==> src/rtl/bitser_mac_pkg.sv <==
// Shared types and default sizing for the bit-serial MAC unit.
// BITSER_MAC_SAT_EN selects saturating rather than wrapping result narrowing.
package bitser_mac_pkg;

  localparam int DEF_DATA_WIDTH = 8;
  localparam int DEF_VEC_LENGTH = 16;
  localparam int DEF_W_MAX      = 8;

  localparam int PSUM_WIDTH = DEF_DATA_WIDTH + 1 + $clog2(DEF_VEC_LENGTH);
  localparam int COL_WIDTH  = $clog2(DEF_W_MAX);

  typedef enum logic [1:0] {
    IDLE  = 2'd0,
    ACCUM = 2'd1,
    DRAIN = 2'd2,
    OUT   = 2'd3
  } state_e;

endpackage

==> src/rtl/bitser_mac_unit_adder_tree.sv <==
// Combinational balanced adder tree; every level carries the full output width
// so sign growth across all log2(N) levels is exact.
module bitser_adder_tree #(
  parameter int N     = 16,
  parameter int IN_W  = 9,
  parameter int OUT_W = IN_W + $clog2(N)
) (
  input  logic [N-1:0][IN_W-1:0] in_i,
  output logic signed [OUT_W-1:0] sum_o
);

  localparam int LEVELS = $clog2(N);

  for (genvar gi = 0; gi <= LEVELS; gi++) begin : g_lvl
    localparam int CNT = N >> gi;
    logic signed [OUT_W-1:0] s [CNT];
    if (gi == 0) begin : g_leaf
      for (genvar gj = 0; gj < CNT; gj++) begin : g_ext
        assign s[gj] = {{(OUT_W-IN_W){in_i[gj][IN_W-1]}}, in_i[gj]};
      end
    end else begin : g_node
      for (genvar gj = 0; gj < CNT; gj++) begin : g_add
        assign s[gj] = g_lvl[gi-1].s[2*gj] + g_lvl[gi-1].s[2*gj+1];
      end
    end
  end

  assign sum_o = g_lvl[LEVELS].s[0];

endmodule

==> src/rtl/bitser_mac_unit.sv <==
// Bit-serial weight MAC: one weight bit-column per accepted beat, MSB first.
// Define BITSER_MAC_SAT_EN to saturate the accumulator into the result range.
module bitser_mac_unit
  import bitser_mac_pkg::*;
#(
  parameter int DATA_WIDTH   = DEF_DATA_WIDTH,
  parameter int VEC_LENGTH   = DEF_VEC_LENGTH,
  parameter int W_MAX        = DEF_W_MAX,
  parameter int RESULT_WIDTH = 2 * DATA_WIDTH,
  parameter int ACC_WIDTH    = DATA_WIDTH + $clog2(VEC_LENGTH) + W_MAX + 2
) (
  input  logic                                  clk,
  input  logic                                  reset,
  input  logic                                  in_valid,
  output logic                                  in_ready,
  input  logic [VEC_LENGTH-1:0][DATA_WIDTH-1:0] act,
  input  logic [VEC_LENGTH-1:0]                 sign,
  input  logic [VEC_LENGTH-1:0]                 w_bit,
  input  logic [$clog2(W_MAX)-1:0]              cfg_prec,
  input  logic                                  cfg_load_prev,
  input  logic                                  cfg_pool,
  input  logic [RESULT_WIDTH-1:0]               result_prev,
  output logic                                  out_valid,
  input  logic                                  out_ready,
  output logic [RESULT_WIDTH-1:0]               result,
  output logic                                  busy
);

  localparam int PSUM_W = DATA_WIDTH + 1 + $clog2(VEC_LENGTH);
  localparam int COL_W  = $clog2(W_MAX);

  state_e                        state_q, state_d;
  logic [COL_W-1:0]              col_q, col_d;
  logic signed [ACC_WIDTH-1:0]   acc_q, acc_d;
  logic signed [ACC_WIDTH-1:0]   s1_psum_q, s1_psum_d;
  logic                          s1_vld_q;
  logic                          pool_q, pool_d;

  logic [VEC_LENGTH-1:0][DATA_WIDTH:0] prod;
  logic signed [PSUM_W-1:0]      psum;
  logic signed [ACC_WIDTH-1:0]   psum_ext;
  logic signed [ACC_WIDTH-1:0]   prev_ext;
  logic [COL_W-1:0]              beat_col;
  logic                          accept;

  // Lane products are one bit wider than act so negating -2^(DW-1) is exact.
  for (genvar gi = 0; gi < VEC_LENGTH; gi++) begin : g_lane
    logic [DATA_WIDTH:0] act_ext;
    assign act_ext  = {act[gi][DATA_WIDTH-1], act[gi]};
    assign prod[gi] = !w_bit[gi] ? '0 : (sign[gi] ? -act_ext : act_ext);
  end

  bitser_adder_tree #(
    .N     (VEC_LENGTH),
    .IN_W  (DATA_WIDTH + 1),
    .OUT_W (PSUM_W)
  ) u_tree (
    .in_i  (prod),
    .sum_o (psum)
  );

  assign in_ready = !reset && (state_q == IDLE || state_q == ACCUM);
  assign accept   = in_valid && in_ready;
  assign busy     = (state_q != IDLE);
  assign psum_ext = {{(ACC_WIDTH-PSUM_W){psum[PSUM_W-1]}}, psum};
  assign prev_ext = {{(ACC_WIDTH-RESULT_WIDTH){result_prev[RESULT_WIDTH-1]}}, result_prev};
  // The first beat of a job takes its weight from cfg_prec before col_q is loaded.
  assign beat_col  = (state_q == IDLE) ? cfg_prec : col_q;
  assign s1_psum_d = psum_ext <<< beat_col;

  always_comb begin
    state_d = state_q;
    col_d   = col_q;
    pool_d  = pool_q;
    acc_d   = s1_vld_q ? (acc_q + s1_psum_q) : acc_q;
    case (state_q)
      IDLE: begin
        if (accept) begin
          pool_d  = cfg_pool;
          col_d   = cfg_prec - 1'b1;
          acc_d   = cfg_load_prev ? prev_ext : '0;
          state_d = (cfg_prec == '0) ? DRAIN : ACCUM;
        end
      end
      ACCUM: begin
        if (accept) begin
          col_d = col_q - 1'b1;
          if (col_q == '0) state_d = DRAIN;
        end
      end
      DRAIN: state_d = OUT;
      OUT:   if (out_ready) state_d = IDLE;
      default: state_d = IDLE;
    endcase
  end

  always_ff @(posedge clk) begin
    if (reset) begin
      state_q   <= IDLE;
      col_q     <= '0;
      acc_q     <= '0;
      s1_psum_q <= '0;
      s1_vld_q  <= 1'b0;
      pool_q    <= 1'b0;
    end else begin
      state_q   <= state_d;
      col_q     <= col_d;
      acc_q     <= acc_d;
      s1_psum_q <= s1_psum_d;
      s1_vld_q  <= accept;
      pool_q    <= pool_d;
    end
  end

  logic signed [RESULT_WIDTH-1:0] acc_res;
  logic signed [RESULT_WIDTH-1:0] final_res;

`ifdef BITSER_MAC_SAT_EN
  localparam logic signed [ACC_WIDTH-1:0] SAT_MAX =
    {{(ACC_WIDTH-RESULT_WIDTH+1){1'b0}}, {(RESULT_WIDTH-1){1'b1}}};
  localparam logic signed [ACC_WIDTH-1:0] SAT_MIN =
    {{(ACC_WIDTH-RESULT_WIDTH+1){1'b1}}, {(RESULT_WIDTH-1){1'b0}}};

  always_comb begin
    acc_res = acc_q[RESULT_WIDTH-1:0];
    if (acc_q > SAT_MAX)      acc_res = SAT_MAX[RESULT_WIDTH-1:0];
    else if (acc_q < SAT_MIN) acc_res = SAT_MIN[RESULT_WIDTH-1:0];
  end
`else
  assign acc_res = acc_q[RESULT_WIDTH-1:0];
`endif

  // Pooling compares against the live result_prev while the result is presented.
  assign final_res = (pool_q && ($signed(result_prev) > acc_res)) ? result_prev : acc_res;
  assign out_valid = (state_q == OUT);
  assign result    = (state_q == OUT) ? final_res : '0;

endmodule
==> config.mk <==
export PLATFORM = sky130hd
export DESIGN_NAME = bitser_mac_unit
export DESIGN_NICKNAME = d
export VERILOG_FILES = /design/src/rtl/bitser_mac_pkg.sv /design/src/rtl/bitser_mac_unit_adder_tree.sv /design/src/rtl/bitser_mac_unit.sv
export SDC_FILE = /design/constraint.sdc
export NUM_CORES = 1
export LEC_CHECK = 0
export CORE_MARGIN = 2
export CORE_UTILIZATION = 56
export DETAILED_ROUTE_END_ITERATION = 16
export HOLD_SLACK_MARGIN = 0.02
export PLACE_DENSITY = 0.94
export SYNTH_ARGS = -nofsm -noshare
export SYNTH_HDL_FRONTEND = slang
export SYNTH_SLANG_ARGS = --single-unit
==> constraint.sdc <==
create_clock -name clk -period 9.3 [get_ports clk]
set_input_delay 1.86 -clock clk [delete_from_list [all_inputs] [get_ports clk]]
set_output_delay 1.86 -clock clk [all_outputs]
set_load 0.03 [all_outputs]
**After elaboration in Yosys (flattened, before gate mapping)**

Index checks and enable logic that the tools add are counted.

- Flip-flop bits (word level): 51
- Bits of input ports: 185
- Output and inout bits: 19
- Word-level logic and storage cells: 110

- Add/subtract/negate cells: 34
- Magnitude comparators: 1
- Eq/ne operators: 7
- Shift-type cells: 1
- Multiplexer cells: 48
- Reduce and logical (&&, ||, !) cells: 13

Operators with widths:

| operator | number |
|---|---|
| 2-to-1 mux 9 bit | 32 |
| negator 9 bit | 16 |
| adder 13 bit | 7 |
| 2-to-1 mux 22 bit | 4 |
| adder 9 x 9 -> 10 bit | 8 |
| 2-to-1 mux 16 bit | 2 |
| adder 22 bit | 1 |
| <<< shifter 13 x 3 -> 22 bit | 1 |
| greater-than comparator 16 bit | 1 |
| 2-to-1 mux 2 bit | 5 |
| 2-to-1 mux 3 bit | 3 |
| one-hot mux 2 bit (4 select lines) | 1 |
| logical NOT 3 bit | 2 |
| one-hot mux 3 bit (2 select lines) | 1 |
| subtractor 3 x 1 -> 3 bit (second input constant) | 2 |
| == test 2 bit (second input constant) | 2 |
| inequality test 2 x 1 -> 1 bit (second input constant) | 2 |
| inequality test 2 bit (second input constant) | 2 |
| AND reduction 4 bit | 1 |
| nonzero test 2 bit | 2 |
| logical AND 1 bit | 3 |
| AND reduction 3 bit | 1 |
| == test 2 x 1 -> 1 bit (second input constant) | 1 |
| logical NOT 2 bit | 1 |
| other kinds (3) | 3 |

**Depth between registers and ports, before layout**

- Depth after elaboration: 8
- Mapped depth: 28
- Mapped depth without buffers: 27

**Hierarchy**

A second synthesis with hierarchy kept.

- Cell total of the unflattened synthesis: 1,514
- Area total of the unflattened synthesis: 11,523.6 um2

By module, submodules not included:

| module | instances | cells an instance | area an instance (um2) | sequential area each (um2) |
|---|---|---|---|---|
| bitser_mac_unit | 1 | 955 | 6,862.8 | 780.7 |
| bitser_adder_tree | 1 | 559 | 4,660.7 | 0.0 |

**Worst setup path before layout**

Ideal clock, no wire load.

- Kind: input to register
- Start point: in sign[12]
- End point: reg s1_psum_q[15]
- Setup time: 117 ps
- Arrival time: 7,632 ps
- Required time: 9,183 ps
- Setup slack: 1,550 ps
- Cell stages on the path: 23
- Buffers on the path: 2
- Cell sequence: clkbuf_1 > mux2i_1 > nor2b_1 > fa_1 > a21o_1 > a21oi_1 > o21bai_1 > a2111oi_0 > nor3_1 > xor2_1 > fa_1 > fa_1 > fa_1 > inv_1 > fa_1 > inv_1 > ha_1 > clkbuf_1 > nand2_1 > o211ai_4 > mux2i_1 > a22oi_1 > a32o_1

- Longest elaborated chain between the ends: 7

RTL lines:

| item | line | text |
|---|---|---|
| from (decl) | bitser_mac_unit.sv:17 | `input logic [VEC_LENGTH-1:0] sign,` |
| 2-to-1 mux 9 bit (2 in a row) | bitser_mac_unit.sv:50 | `assign prod[gi] = !w_bit[gi] ? '0 : (sign[gi] ? -act_ext : act_ext);` |
| adder 9 x 9 -> 10 bit | bitser_mac_unit_adder_tree.sv:23 | `assign s[gj] = g_lvl[gi-1].s[2*gj] + g_lvl[gi-1].s[2*gj+1];` |
| adder 13 bit (3 in a row) | bitser_mac_unit_adder_tree.sv:23 |  |
| <<< shifter 13 x 3 -> 22 bit | bitser_mac_unit.sv:69 | `assign s1_psum_d = psum_ext <<< beat_col;` |
| to (signal assigned) | bitser_mac_unit.sv:109 | `s1_psum_q <= s1_psum_d;` |
| to (decl) | bitser_mac_unit.sv:35 | `logic signed [ACC_WIDTH-1:0] s1_psum_q, s1_psum_d;` |

Every way passes these cells.
A chain may end at the register's enable or synchronous reset.

**Final worst setup path**

- Start point: in act[96] (netlist bit)
- End point: reg s1_psum_q[11]

- Longest elaborated chain between the ends: 8

RTL lines:

| item | line | text |
|---|---|---|
| from (decl) | bitser_mac_unit.sv:16 | `input logic [VEC_LENGTH-1:0][DATA_WIDTH-1:0] act,` |
| negator 9 bit | bitser_mac_unit.sv:50 |  |
| 2-to-1 mux 9 bit * (2 in a row) | bitser_mac_unit.sv:50 |  |
| adder 9 x 9 -> 10 bit * | bitser_mac_unit_adder_tree.sv:23 |  |
| adder 13 bit * (3 in a row) | bitser_mac_unit_adder_tree.sv:23 |  |
| <<< shifter 13 x 3 -> 22 bit * | bitser_mac_unit.sv:69 |  |

Mark *: on every way between the ends. The rest lies on a longest branch, timed or not.

==> results.tsv <==
stage	metric	value	unit
die	floorplan die area	0.0221	sq mm
worst_setup_path	kind of end point of the critical path	flop	
die	standard cell core area	0.0204	sq mm
clock_network	total of hold buffers inserted after clock tree synthesis	0	
cells_and_area	ant diodes	0	
place	weighted congestion reported at the end of routability-driven placement	0.926	
clock_network	Clock Pin Slew Worst Setup and Hold Paths	0.06	ns
worst_setup_path	CP Data Required Time	9.47	ns
cells_and_area	layout net count	2117	
cells_and_area	Layout fillers	1629	
synth	most used flip-flop cell after synthesis	dfxtp_1	
synth	register area share after synthesis	0.0665	
cells_and_area	non-filler cells, final	1994	
clock_network	insertion delay of the later-clocked pin in the worst-skew pair	0.29	ns
timing	Final Hold Viols	0	
worst_setup_path	CP Data Arrival Time	8.75	ns
place	Port-buffer cells	203	
route	routed vias	11400	
worst_setup_path	worst-case register-to-register setup slack	6.52	ns
die	Chip Width	149	um
place	Cell Area, Placed	0.0140	sq mm
timing	final max-slew violation count	0	
worst_setup_path	type of origin of the critical path	input pin	
timing	worst clock skew	0.00669	ns
cells_and_area	area overhead of the layout relative to synthesis	20.3	%
die	row cnt	52	
global_routing	maximum number of pins on one net before global-route repair	35	
timing	minimum period implied by the final worst setup slack	8.58	ns
synth	#FFs+latches synth	39	
worst_hold_path	worst min-delay path category	reg -> reg	
cells_and_area	proportion of layout cells with a drive suffix above 1	0.0203	
cells_and_area	Layout Cell Area excl Fill	0.0141	sq mm
die	number of ports placed on the die boundary	204	
route	count of unresolved DRC violations after routing	0	
synth	Mapped Avg Cell Area	7.57	sq um
route	ANT nets after route	0	
global_routing	overall routing resource usage	0.274	
place	post-DP HPWL	25800	um
clock_network	deepest clock path buffer count	2	
timing	setup_tns	0	ns
clock_network	number of clock sinks seen by CTS	39	
synth	area of the mapped netlist	0.0117	sq mm
timing	maximum clock frequency	117	MHz
timing	slew of the pin with the lowest slew margin	1.18	ns
global_routing	initial antenna violation count	0	
die	height of the die	149	um
clock_network	CTS Buf Count	5	
run	max-capacitance violation count	0	
synth	number of flops mapped to enable cells by yosys	0	
timing	normalized max-slew margin	0.212	
timing	final number of setup-violating endpoints	0	
worst_setup_path	crit path max fanout	9	
route	DR iter-0 viols	635	
clock_network	cell at the root of the clock tree	clkbuf_16	
status	status	finished clean	
route	routed length per instance	15.1	um
route	TritonRoute pass-1 iters	7	
global_routing	via count of the first global-routing pass	11400	
synth	count of distinct cell types in the synthesized netlist	75	
worst_setup_path	class of the most critical setup path	in -> reg	
synth	YS warnings	0	
route	average via count per standard cell	5.74	
clock_network	CTS tree	yes	
die	starting density of the core	0.574	
route	final wirelength	30100	um
place	total placed cells including tap cells	1986	
global_routing	first-pass GRT wire length	50700	um
synth	count of mapped cells out of synthesis	1551	
synth	number of nets produced by synthesis	1945	
synth	fraction of synthesis flops using an asynchronous set or reset pin	0	
timing	setup repair after global routing missed its margin	no	
global_routing	overall overflow remaining after global route	0	
timing	share of the clock period used by the worst path	0.922	
clock_network	count of buffers added by post-CTS timing repair for setup	0	
clock_network	total number of H-tree levels	2	
clock_network	post-cts sizing count	0	
## synthesized netlist by cell type (5+ instances only)
library cell  count  area, sq um
a2111oi_0         6         52.6
xor2_1           30          263
or3_1            17          106
a211oi_1         10         75.1
a31oi_1           8         50.1
o21bai_1          7         52.6
nor4_1            9         56.3
clkbuf_1         33          124
and2_1          116          726
mux2i_1          50          500
nor3_1           45          225
nand2b_1         34          213
ha_1            139         1740
nand3_1          15         75.1
o21a_1           21          158
nand2_1         155          582
a21boi_0         12         90.1
nor2b_1          36          225
o22ai_1          10         62.6
o31ai_1          23          173
xnor2_1         136         1190
fa_1             70         1400
dfxtp_1          39          781
o41ai_1          18          158
a21o_1           21          158
a21oi_1          72          360
nor2_1           91          342
o21ai_0          73          365
mux2_2            5         56.3
o211ai_1          9         67.6
inv_1           164          616
## metrics by stage
stage           util  setup slack [ns]  hold slack [ns]
2_1_floorplan      -              1.55            0.436
3_3_place_gp   0.683             0.738            0.454
3_5_place_dp   0.683             0.506            0.461
4_1_cts        0.691             0.780            0.470
5_1_grt        0.691             0.340            0.487
6_report       0.691             0.724            0.478
## critical path, cell delays in order
cell             delay, ns
clkdlybuf4s50_1       0.55
inv_1                 0.07
ha_1                  0.29
mux2i_1               0.13
nor2b_1               0.09
fa_1                  0.46
a21o_1                0.19
a21oi_1               0.23
o21bai_1              0.11
a2111oi_0             0.50
nor3_1                0.16
xor2_1                0.23
fa_1                  0.50
fa_1                  0.53
fa_1                  0.55
inv_1                 0.06
fa_1                  0.54
inv_1                 0.05
ha_1                  0.42
nand2_1               0.16
o211ai_4              0.26
mux2i_1               0.36
a22oi_1               0.17
a32o_1                0.27
## cells by family (layout without fill, tap and decap cells)
logic type,after synthesis,in the layout,synth area share
XOR/XNOR,167,167,0.125
buffers and inverters,204,377,0.0663
AO/OA/AOI/OAI,327,327,0.188
flip-flops,39,39,0.0665
AND/OR/NAND/NOR,549,549,0.237
adder cells (fa/ha/maj),209,209,0.268
multiplexers,56,56,0.0494
## sequential cells by signal (all words and copies together), names as in the netlist
signal,count
acc_q,16
col_q,3
state_q,2
s1_psum_q,16
s1_vld_q,1
pool_q,1
## path summary, 6_finish.rpt
path / depth (start not counted) / end / start
min: 2 / pool_q / pool_q
max: 24 / s1_psum_q[11] / act[96]
min reg2reg: 2 / pool_q / pool_q
max reg2reg: 7 / s1_psum_q[14] / state_q[0]
## per-layer routing
metal	part of all wire	GRT usage	wire length [um]
met5	0	0	0
met4	0.023	0.0710	680
met3	0.072	0.0404	2170
met2	0.47	0.490	14300
met1	0.43	0.345	13000
## cell usage in the layout, fill, tap and decap left out, types with 8 or more instances in the layout
cell type and n:
inv_1 164, nor3_1 45, o21ai_0 73, a21boi_0 12
a21o_1 21, mux2i_1 50, a211oi_1 10, dfxtp_1 39
nor2_1 91, fa_1 70, ha_1 139, o211ai_1 9
a21oi_1 72, nand2_1 155, nor4_1 9, o41ai_1 18
nand3_1 15, xnor2_1 136, o22ai_1 10, o21a_1 21
and2_1 116, xor2_1 30, clkdlybuf4s50_1 203, o31ai_1 23
nor2b_1 36, nand2b_1 34, a31oi_1 8, or3_1 17
## layout make-up
| cell class | count | area, sq um | share of cell area |
|---|---|---|---|
| clock buffers | 5 | 125 | 0.00886 |
| inverters | 165 | 619 | 0.0439 |
| flip-flops and latches | 39 | 781 | 0.0553 |
| multi-input cells | 1308 | 10200 | 0.721 |
| repair buffers | 204 | 2040 | 0.144 |
| well taps | 270 | 338 | 0.0239 |
| clock inverters | 3 | 43.8 | 0.00310 |
Power is left out: the tool's default activity adds up to more than one toggle a clock period on the data nets, which glitch-free logic cannot reach.
